**src/rtl/fft_pkg.sv**
```systemverilog
// Shared constants, state encoding and butterfly index helpers for the
// radix-2 DIT FFT twiddle/address sequencer.
package fft_pkg;

    localparam int MAX_N      = 1024;
    localparam int ADDR_WIDTH = 10;
    localparam int LOG2_WIDTH = 4;

    localparam logic [LOG2_WIDTH-1:0] LOG2_MAX = 4'd10;
    localparam logic [ADDR_WIDTH-1:0] ONE_A    = {{(ADDR_WIDTH-1){1'b0}}, 1'b1};

    localparam logic [1:0] ST_IDLE = 2'd0;
    localparam logic [1:0] ST_RUN  = 2'd1;
    localparam logic [1:0] ST_DONE = 2'd2;

    typedef struct packed {
        logic [ADDR_WIDTH-1:0] addr_a;
        logic [ADDR_WIDTH-1:0] addr_b;
        logic [ADDR_WIDTH-1:0] tw_k;
    } bf_idx_t;

    // j = bf mod half, g = bf >> s; since j < half, g*span + j reduces to an OR
    // and addr_a has bit s clear, so addr_b = addr_a + half is also an OR.
    function automatic bf_idx_t calc_bf_idx(input logic [LOG2_WIDTH-1:0] s,
                                            input logic [ADDR_WIDTH-1:0] bf);
        logic [ADDR_WIDTH-1:0] half;
        logic [ADDR_WIDTH-1:0] mask;
        logic [ADDR_WIDTH-1:0] j;
        logic [ADDR_WIDTH-1:0] g;
        bf_idx_t               r;
        half     = ONE_A << s;
        mask     = half - ONE_A;
        j        = bf & mask;
        g        = bf >> s;
        r.addr_a = (g << (s + 4'd1)) | j;
        r.addr_b = r.addr_a | half;
        r.tw_k   = j;
        return r;
    endfunction

    // Index of the final butterfly of a stage: N/2 - 1 for N = 2^l.
    function automatic logic [ADDR_WIDTH-1:0] last_bf(input logic [LOG2_WIDTH-1:0] l);
        return (ONE_A << (l - 4'd1)) - ONE_A;
    endfunction

endpackage

```
**src/rtl/fft_bf_index_calc.sv**
```systemverilog
// Combinational butterfly geometry: (stage, butterfly count) to operand
// addresses and twiddle request; registered by the parent.
module fft_bf_index_calc
    import fft_pkg::*;
(
    input  logic [LOG2_WIDTH-1:0] s,
    input  logic [ADDR_WIDTH-1:0] bf,
    output logic [ADDR_WIDTH-1:0] addr_a,
    output logic [ADDR_WIDTH-1:0] addr_b,
    output logic [ADDR_WIDTH-1:0] tw_k,
    output logic [ADDR_WIDTH:0]   tw_n
);

    localparam logic [ADDR_WIDTH:0] ONE_N = {{ADDR_WIDTH{1'b0}}, 1'b1};

    bf_idx_t idx_s;

    // Span is 2^(s+1); it needs one extra bit so N = MAX_N fits.
    always_comb begin
        idx_s  = calc_bf_idx(s, bf);
        addr_a = idx_s.addr_a;
        addr_b = idx_s.addr_b;
        tw_k   = idx_s.tw_k;
        tw_n   = ONE_N << (s + 4'd1);
    end

endmodule

```
**src/rtl/fft_twiddle_addr_gen.sv**
```systemverilog
// Butterfly sequencer for an iterative radix-2 DIT FFT: issues operand pairs
// and twiddle requests stage by stage under a valid/ready handshake.
module fft_twiddle_addr_gen
    import fft_pkg::*;
(
    input  logic                  clk,
    input  logic                  rst,
    input  logic                  start,
    input  logic [LOG2_WIDTH-1:0] cfg_log2n,
    output logic                  busy,
    output logic                  cfg_err,
    output logic                  bf_valid,
    input  logic                  bf_ready,
    output logic [ADDR_WIDTH-1:0] addr_a,
    output logic [ADDR_WIDTH-1:0] addr_b,
    output logic [ADDR_WIDTH-1:0] tw_k,
    output logic [ADDR_WIDTH:0]   tw_n,
    output logic [LOG2_WIDTH-1:0] stage,
    output logic                  stage_last,
    output logic                  done
);

    logic [1:0]            state_q, state_d;
    logic [LOG2_WIDTH-1:0] log2n_q, log2n_d;
    logic [LOG2_WIDTH-1:0] s_q, s_d;
    logic [ADDR_WIDTH-1:0] bf_q, bf_d;
    logic                  busy_q, busy_d;
    logic                  cfg_err_q, cfg_err_d;
    logic                  done_q, done_d;
    logic                  bf_valid_q, bf_valid_d;
    logic [ADDR_WIDTH-1:0] addr_a_q, addr_a_d;
    logic [ADDR_WIDTH-1:0] addr_b_q, addr_b_d;
    logic [ADDR_WIDTH-1:0] tw_k_q, tw_k_d;
    logic [ADDR_WIDTH:0]   tw_n_q, tw_n_d;
    logic [LOG2_WIDTH-1:0] stage_q, stage_d;
    logic                  stage_last_q, stage_last_d;

    logic                  load_s;
    logic                  cfg_ok_s;
    logic                  xfer_s;
    logic                  bf_end_s;
    logic                  s_end_s;
    logic [ADDR_WIDTH-1:0] calc_a_s;
    logic [ADDR_WIDTH-1:0] calc_b_s;
    logic [ADDR_WIDTH-1:0] calc_k_s;
    logic [ADDR_WIDTH:0]   calc_n_s;

    assign cfg_ok_s = (cfg_log2n != 4'd0) && (cfg_log2n <= LOG2_MAX);
    assign xfer_s   = bf_valid_q && bf_ready;
    assign bf_end_s = (bf_q == last_bf(log2n_q));
    assign s_end_s  = (s_q == (log2n_q - 4'd1));

    // Geometry is evaluated on the next counter values so the output
    // registers present the new butterfly in the cycle after the transfer.
    fft_bf_index_calc u_calc (
        .s      (s_d),
        .bf     (bf_d),
        .addr_a (calc_a_s),
        .addr_b (calc_b_s),
        .tw_k   (calc_k_s),
        .tw_n   (calc_n_s)
    );

    // Control FSM and stage/butterfly counters.
    always_comb begin
        state_d    = state_q;
        log2n_d    = log2n_q;
        s_d        = s_q;
        bf_d       = bf_q;
        busy_d     = busy_q;
        bf_valid_d = bf_valid_q;
        cfg_err_d  = 1'b0;
        done_d     = 1'b0;
        load_s     = 1'b0;
        case (state_q)
            ST_IDLE: begin
                if (start) begin
                    if (cfg_ok_s) begin
                        log2n_d    = cfg_log2n;
                        s_d        = 4'd0;
                        bf_d       = {ADDR_WIDTH{1'b0}};
                        state_d    = ST_RUN;
                        busy_d     = 1'b1;
                        bf_valid_d = 1'b1;
                        load_s     = 1'b1;
                    end else begin
                        cfg_err_d = 1'b1;
                    end
                end else begin
                    state_d = ST_IDLE;
                end
            end
            ST_RUN: begin
                if (xfer_s) begin
                    if (bf_end_s) begin
                        if (s_end_s) begin
                            state_d    = ST_DONE;
                            bf_valid_d = 1'b0;
                            busy_d     = 1'b0;
                            done_d     = 1'b1;
                        end else begin
                            s_d    = s_q + 4'd1;
                            bf_d   = {ADDR_WIDTH{1'b0}};
                            load_s = 1'b1;
                        end
                    end else begin
                        bf_d   = bf_q + ONE_A;
                        load_s = 1'b1;
                    end
                end else begin
                    state_d = ST_RUN;
                end
            end
            ST_DONE: begin
                state_d = ST_IDLE;
            end
            default: begin
                state_d    = ST_IDLE;
                busy_d     = 1'b0;
                bf_valid_d = 1'b0;
            end
        endcase
    end

    // Output payload only changes when a new butterfly is loaded, which keeps it stable under stall.
    always_comb begin
        if (load_s) begin
            addr_a_d     = calc_a_s;
            addr_b_d     = calc_b_s;
            tw_k_d       = calc_k_s;
            tw_n_d       = calc_n_s;
            stage_d      = s_d;
            stage_last_d = (bf_d == last_bf(log2n_d));
        end else begin
            addr_a_d     = addr_a_q;
            addr_b_d     = addr_b_q;
            tw_k_d       = tw_k_q;
            tw_n_d       = tw_n_q;
            stage_d      = stage_q;
            stage_last_d = stage_last_q;
        end
    end

    // Control state and counters.
    always_ff @(posedge clk or posedge rst) begin
        if (rst) begin
            state_q    <= ST_IDLE;
            log2n_q    <= 4'd0;
            s_q        <= 4'd0;
            bf_q       <= {ADDR_WIDTH{1'b0}};
            busy_q     <= 1'b0;
            cfg_err_q  <= 1'b0;
            done_q     <= 1'b0;
            bf_valid_q <= 1'b0;
        end else begin
            state_q    <= state_d;
            log2n_q    <= log2n_d;
            s_q        <= s_d;
            bf_q       <= bf_d;
            busy_q     <= busy_d;
            cfg_err_q  <= cfg_err_d;
            done_q     <= done_d;
            bf_valid_q <= bf_valid_d;
        end
    end

    // Registered butterfly payload.
    always_ff @(posedge clk or posedge rst) begin
        if (rst) begin
            addr_a_q     <= {ADDR_WIDTH{1'b0}};
            addr_b_q     <= {ADDR_WIDTH{1'b0}};
            tw_k_q       <= {ADDR_WIDTH{1'b0}};
            tw_n_q       <= {(ADDR_WIDTH+1){1'b0}};
            stage_q      <= 4'd0;
            stage_last_q <= 1'b0;
        end else begin
            addr_a_q     <= addr_a_d;
            addr_b_q     <= addr_b_d;
            tw_k_q       <= tw_k_d;
            tw_n_q       <= tw_n_d;
            stage_q      <= stage_d;
            stage_last_q <= stage_last_d;
        end
    end

    assign busy       = busy_q;
    assign cfg_err    = cfg_err_q;
    assign done       = done_q;
    assign bf_valid   = bf_valid_q;
    assign addr_a     = addr_a_q;
    assign addr_b     = addr_b_q;
    assign tw_k       = tw_k_q;
    assign tw_n       = tw_n_q;
    assign stage      = stage_q;
    assign stage_last = stage_last_q;

endmodule

```
**config.mk**
```make
export PLATFORM = sky130hd
export DESIGN_NAME = fft_twiddle_addr_gen
export DESIGN_NICKNAME = d
export VERILOG_FILES = /design/src/rtl/fft_pkg.sv /design/src/rtl/fft_bf_index_calc.sv /design/src/rtl/fft_twiddle_addr_gen.sv
export SDC_FILE = /design/constraint.sdc
export NUM_CORES = 1
export LEC_CHECK = 0
export ABC_CLOCK_PERIOD_IN_PS = 12800
export CAP_MARGIN = 15
export CORE_MARGIN = 1
export CORE_UTILIZATION = 40
export DETAILED_ROUTE_END_ITERATION = 8
export SYNTH_ARGS = -nofsm -noshare
export SYNTH_HDL_FRONTEND = slang
export SYNTH_HIERARCHICAL = 1
export SYNTH_SLANG_ARGS = --single-unit
export TNS_END_PERCENT = 100
```
**constraint.sdc**
```tcl
create_clock -name clk -period 12.8 [get_ports clk]
set_clock_uncertainty 0.2 [all_clocks]
set_input_delay 2.56 -clock clk [delete_from_list [all_inputs] [get_ports clk]]
set_output_delay 2.56 -clock clk [all_outputs]
set_load 0.03 [all_outputs]
```
==> results.tsv <==
metric	value	unit
status	finished clean	
Worst EP arrival	7.56	ns
# placed instances	852	
Core ar.	0.0128	mm²
Crit path largest cell delay	0.66	ns
wire per inst	17.5	µm
FP Rows	41	
type of the worst setup path	flip-flop to flip-flop	
startpoint types	flip-flop	
Pwr Total	1.12	mW
Hold Buf Count CTS	0	
RSZ-0062 raised after global routing	no	
Fin Hold WS	0.263	ns
Post-synth top cells	nand2_1 (165), dfrtp_1 (69), nor2_1 (42), inv_1 (24), nand3_1 (24)	
Reg clk slew, reported paths	0.06	ns
Worst setup EP type	flip-flop	
global-route wire length before repair	24.5	mm
slowest CP cell	a211oi_2	
Setup-failing EPs final	0	
largest net degree at the start of global routing	70	
clock tree buffer depth	2	
Final HPWL DP	11.3	mm
final layout net count	716	
routability cong.	0.902	
Syn Area/Cell	8.19	µm²
max-cap violation count	0	
Async S/R FF share, synth	100	%
postcts setup bufs	0	
Total Wirelength	15.2	mm
initial antenna violation count	0	
non-filler instance count after layout	868	
synthesized instance count	649	
peak supply drop	0.0813	mV
r2r worst-path depth	23	
Pwr Density	176	mW/mm²
clock sinks	69	
CP cell instances	inv_1, ha_1, xnor2_1, a21oi_1, a2111oi_0, o211ai_1, or4_1, a211oi_2, nand3b_1, nand3_1, o21ai_4, buf_4, inv_2, ha_1, nand2_1, ha_1, nor2b_1, a22oi_1, a21oi_1, o21ai_0, nand3_1, nand2_1, nand2_1	
fin crit share	58.8	%
port bufs	57	
via count	4953	
Crit path max-delay family	compound AO/OA/AOI/OAI gates	
max frequency	0.133	GHz
Post-synth top flop	dfrtp_1	
number of global-route vias before repair	4688	
initial DRC count	391	
antenna fix cells	0	
Post-Synthesis Cell Area	0.00532	mm²
Final Hold Viols	0	
total grt overflow	0	
crit path max fanout	36	
Final Critical Period	7.53	ns
Initial DRT Pass Iterations	5	
top post-synthesis cells by area	dfrtp_1 (32%), nand2_1 (12%), ha_1 (3.8%)	
post-synthesis register bit count	69	
Net Count, Synth	673	
Die Height	117	µm
worst hold stages	2	
initial core utilization	41.6	%
post-route setup slack	5.27	ns
Seq/Total Area, Yosys	32.5	%
drt drc	0	
Worst-Margin Slew	0.862	ns
Hold Crit Class	flip-flop to flip-flop	
Area Growth Syn to Fin	19.8	%
final setup TNS	0	ns
antenna viol nets, final	0	
count leader, synth	nand2_1	
Leak	2.82	nW
Die Area	0.0138	mm²
Final Slew Violations	0	
worst path required time	12.83	ns
post-synth cell types	88	
post-synth top area share	32.5	%
fillers	1221	
Stages on worst setup path	23	
number of synthesized flops with an enable pin	0	
DP Worst Slack	5.34	ns
CTS tree	yes	
width of the die	117	µm
Root Buffer	clkbuf_16	
H-tree levels	3	
Yosys top cell by area	dfrtp_1	
layout cells sized above 1	9.20	%
total CTS buffers	9	
vias per inst	5.71	
CP bufs+invs	3	
clk_lat worst skew	0.34	ns
gr usage total	23.5	%
Yosys Warn Count	6	
I/O Pins	58	
Slew headroom	42.5	%
post-cts resize count	0	
layout by cell type, fill, tap and decap left out, types with 3 or more instances in the layout:
cell | Yosys | layout
a21o_1 | 5 | 5
a21oi_1 | 17 | 17
a22oi_1 | 3 | 3
a31oi_1 | 6 | 6
a32o_1 | 3 | 3
a32oi_1 | 3 | 3
and2_1 | 5 | 5
and3_1 | 12 | 12
and4_1 | 4 | 4
buf_4 | 4 | 8
bufinv_16 | 0 | 3
clkbuf_16 | 0 | 9
clkdlybuf4s50_1 | 0 | 57
clkinv_1 | 4 | 4
dfrtp_1 | 69 | 69
ha_1 | 16 | 16
inv_1 | 24 | 23
mux2_2 | 5 | 5
mux2i_1 | 16 | 16
nand2_1 | 165 | 165
nand2b_1 | 7 | 7
nand3_1 | 24 | 24
nand3b_1 | 6 | 6
nand4_1 | 3 | 3
nor2_1 | 42 | 42
nor2b_1 | 7 | 7
nor3_1 | 9 | 9
nor3b_1 | 3 | 3
nor4_1 | 8 | 8
o211ai_1 | 5 | 5
o21ai_0 | 17 | 15
o21ai_1 | 5 | 6
o22ai_1 | 6 | 6
o311ai_1 | 5 | 5
o31ai_1 | 7 | 6
or2_2 | 4 | 4
or3_1 | 6 | 6
or4_1 | 3 | 3
xnor2_1 | 15 | 15
xor2_1 | 14 | 14
per-layer routing:
layer	GRT usage, %	share of wire (%)	vias up
met5	0	0	-
met4	8.44	1.9	0
met3	4.84	6.8	26
met2	35.3	44	189
met1	33.4	47	2364
li1	-	-	2374
per-stage QoR:
stage	util, %	instance area [µm²]
finish	49.8	6360
global placement	47.0	6000
global route	49.8	6360
CTS	49.6	6340
detailed placement	47.0	6000
floorplan	-	5320
worst min-delay path, stage by stage (launching register included):
cell     delay [ns]
dfrtp_1        0.34
nand2_1        0.05
nand2_1        0.04
kinds of logic after synthesis:
logic type,count (synthesis),share of synthesized area [%]
AO/OA/AOI/OAI,124,19.1
XOR/XNOR,31,5.63
adder cells (fa/ha/maj),16,3.77
buffers and inverters,63,5.37
flip-flops,69,32.5
multiplexers,25,5.44
AND/OR/NAND/NOR,321,28.2
sequential cells by signal (all words and copies together), names as in the netlist:
register / count
tw_n: 11
s_q: 4
bf_valid: 1
stage_last: 1
cfg_err: 1
log2n_q: 4
addr_b: 10
done: 1
stage: 4
state_q: 2
bf_q: 10
addr_a: 10
tw_k: 10
final timing paths:
| check | to | slack [ns] | from |
|---|---|---|---|
| setup / recovery | addr_b[6] | 5.27 | log2n_q[0] |
| hold / removal | tw_k[0] | 0.26 | tw_k[0] |
| setup reg to reg | addr_b[6] | 5.27 | log2n_q[0] |
| hold reg to reg | tw_k[0] | 0.26 | tw_k[0] |
| max in group asynchronous | stage_last | 9.24 | rst |
| min in group asynchronous | addr_b[3] | 2.61 | rst |
where the power goes:
| part | internal [mW] | switching (mW) | leakage, nW |
|---|---|---|---|
| sequential | 0.249 | 0.0363 | 0.925 |
| clock | 0.189 | 0.0941 | 0.162 |
| combinational | 0.221 | 0.333 | 1.74 |
| total | 0.659 | 0.463 | 2.82 |
cell type report:
type                    instances  area [µm²]  area share (%)
well taps                     172         215            3.38
multi-input cells             517        3320            52.2
inverters                      29         109            1.71
repair buffers                 66         658            10.3
flip-flops and latches         69        1730            27.1
clock buffers                   9         225            3.54
clock inverters                 6         111            1.75
No activity file was read; power rests on OpenSTA's default activity.
==> patch: new RTL, config.mk and constraints unchanged <==
The package constant `LOG2_WIDTH` goes from 4 to 5.
--- a/src/rtl/fft_pkg.sv
+++ b/src/rtl/fft_pkg.sv
@@ -4,7 +4,7 @@
 
     localparam int MAX_N      = 1024;
     localparam int ADDR_WIDTH = 10;
-    localparam int LOG2_WIDTH = 4;
+    localparam int LOG2_WIDTH = 5;
 
     localparam logic [LOG2_WIDTH-1:0] LOG2_MAX = 4'd10;
     localparam logic [ADDR_WIDTH-1:0] ONE_A    = {{(ADDR_WIDTH-1){1'b0}}, 1'b1};
Interface: changed (resized cfg_log2n and stage); port bits go from 58 to 60. The function was not compared with the original's and may differ.
==> patch against the unedited design <==
Power is 15% lower. Final cell count is 0.58% higher. Fmax is 8.2% higher. Setup slack better by 0.57 ns. Cell area is 5.4% higher. Count of clock-buffer cells in the layout is 1 higher. Wire length is 7.4% higher. Die area is 7.2% higher. Sequential cell count is 3 higher. Area after synthesis is 7.3% higher. Clock power is 22% lower. Critical path type is now primary input to flop.
==> patch: results (changes against the unedited design) <==
metric	value	unit	change
drive_gt1_share	16.6	%	+7.4 points
dr.pass1.iters	6		+1
setup.worst_path.start	cfg_log2n[0]		
io_buffers	59		+3.5%
synth_area_leaders	dfrtp_1 32%, mux2_2 11%, nand2_1 4.3%		
min_from	tw_n[2]$_DFFE_PP0P_		
clk-insertion-delay-late	0.33	ns	
grt_pass1_wl	26.8	mm	+9.7%
place_area	6450	um2	+7.4%
dp_hpwl	11.9	mm	+5.4%
status	complete, no violations		
yosysUniqueCellTypes	89		+1.1%
vias_per_cell	5.89		+3.2%
vdd_drop_max	84.8	uV	+4.3%
wl_met3	628	um	-39%
synth_common_cells	72 x dfrtp_1, 65 x nand2_1, 55 x mux2_2		
wl	16.3	mm	+7.4%
worst_ep_arrival_time	6.98	ns	-0.58 ns
grt_usage	23.4	%	-0.10 points
largest_reg_flops	11		unchanged
worst-path-max-fanout	24		-33%
slew_headroom	37.0	%	-5.5 points
async_reset_ff_share	100	%	unchanged
dp_slack	5.59	ns	+0.242 ns
p_leak	0.00297	uW	+5.3%
gp_congestion	0.968		+7.3%
ys_seq_area_share	31.6	%	-0.89 points
wl_met2	8.01	mm	+20%
synthesis.nets	670		-0.45%
wl_met1	7.00	mm	-1.9%
grt_pass1_vias	5145		+9.7%
fill_cells	1361		+11%
==> patch: cell count changes in the layout (fill, tap and decap cells not counted), moves of 6 or more <==
| cell | change |
|---|---|
| nor3_1 | +8 |
| nand2_1 | -100 |
| a21oi_1 | +11 |
| and2_1 | +9 |
| nand4_1 | +6 |
| mux2i_1 | -7 |
| mux2_2 | +50 |
==> patch: worst max-delay path: stages <==
cell	delay, ns
clkdlybuf4s50_1	0.46
or4_1	0.59
o2111ai_1	0.10
buf_4	0.24
nand2_1	0.08
mux2i_2	0.15
buf_4	0.29
clkinv_1	0.32
ha_1	0.56
clkinv_1	0.32
nand2_1	0.20
nor2_1	0.05
a211oi_1	0.27
a31oi_1	0.18
or2_2	0.32
mux2_2	0.25
==> patch: area by class of cell <==
cell class / instances / area [um2] / area share (%)
inverters: 27 / 101 / 1.51
repair buffers: 72 / 688 / 10.3
flip-flops and latches: 72 / 1800 / 26.9
clock buffers: 10 / 239 / 3.56
clock inverters: 4 / 22.5 / 0.336
multi-input cells: 508 / 3630 / 54.1
well taps: 180 / 225 / 3.36
==> patch: metrics by stage <==
step	std cells	util (%)	power, uW
after floorplan	644	-	612
after global placement	859	46.4	725
after detailed placement	859	46.4	732
after CTS	873	48.3	960
after global routing	873	48.3	1020
final	873	48.3	952
==> patch: metal layers <==
metal  global-route usage, %  up-vias
met5                       0        -
met4                    13.0        0
met3                    3.38       43
met2                    38.7      155
met1                    29.3     2513
li1                        -     2431
==> patch: worst paths after layout <==
kind	slack, ns	cells after the start	endpoint
min in group asynchronous	2.62	3	tw_n[3]$_DFFE_PP0P_
setup reg to reg	5.93	24	addr_b[8]$_DFFE_PP0P_
hold / removal	0.30	1	tw_n[2]$_DFFE_PP0P_
hold reg to reg	0.30	1	tw_n[2]$_DFFE_PP0P_
setup / recovery	5.84	16	addr_b[8]$_DFFE_PP0P_
max in group asynchronous	9.18	3	bf_q[9]$_DFF_PP0_
==> patch: logic make-up (layout without fill, tap and decap cells) <==
family | after synthesis | after routing | share of synthesized area [%]
multiplexers | 68 | 68 | 13.6
AND/OR/NAND/NOR | 245 | 245 | 22.7
adder cells (fa/ha/maj) | 17 | 17 | 3.73
AO/OA/AOI/OAI | 145 | 145 | 18.2
buffers and inverters | 64 | 113 | 5.00
flip-flops | 72 | 72 | 31.6
XOR/XNOR | 33 | 33 | 5.07
==> patch: report_power, final <==
group / switching [uW] / internal, uW
logic: 255 / 187
registers: 34.0 / 254
clock network: 88.9 / 133
total: 378 / 574
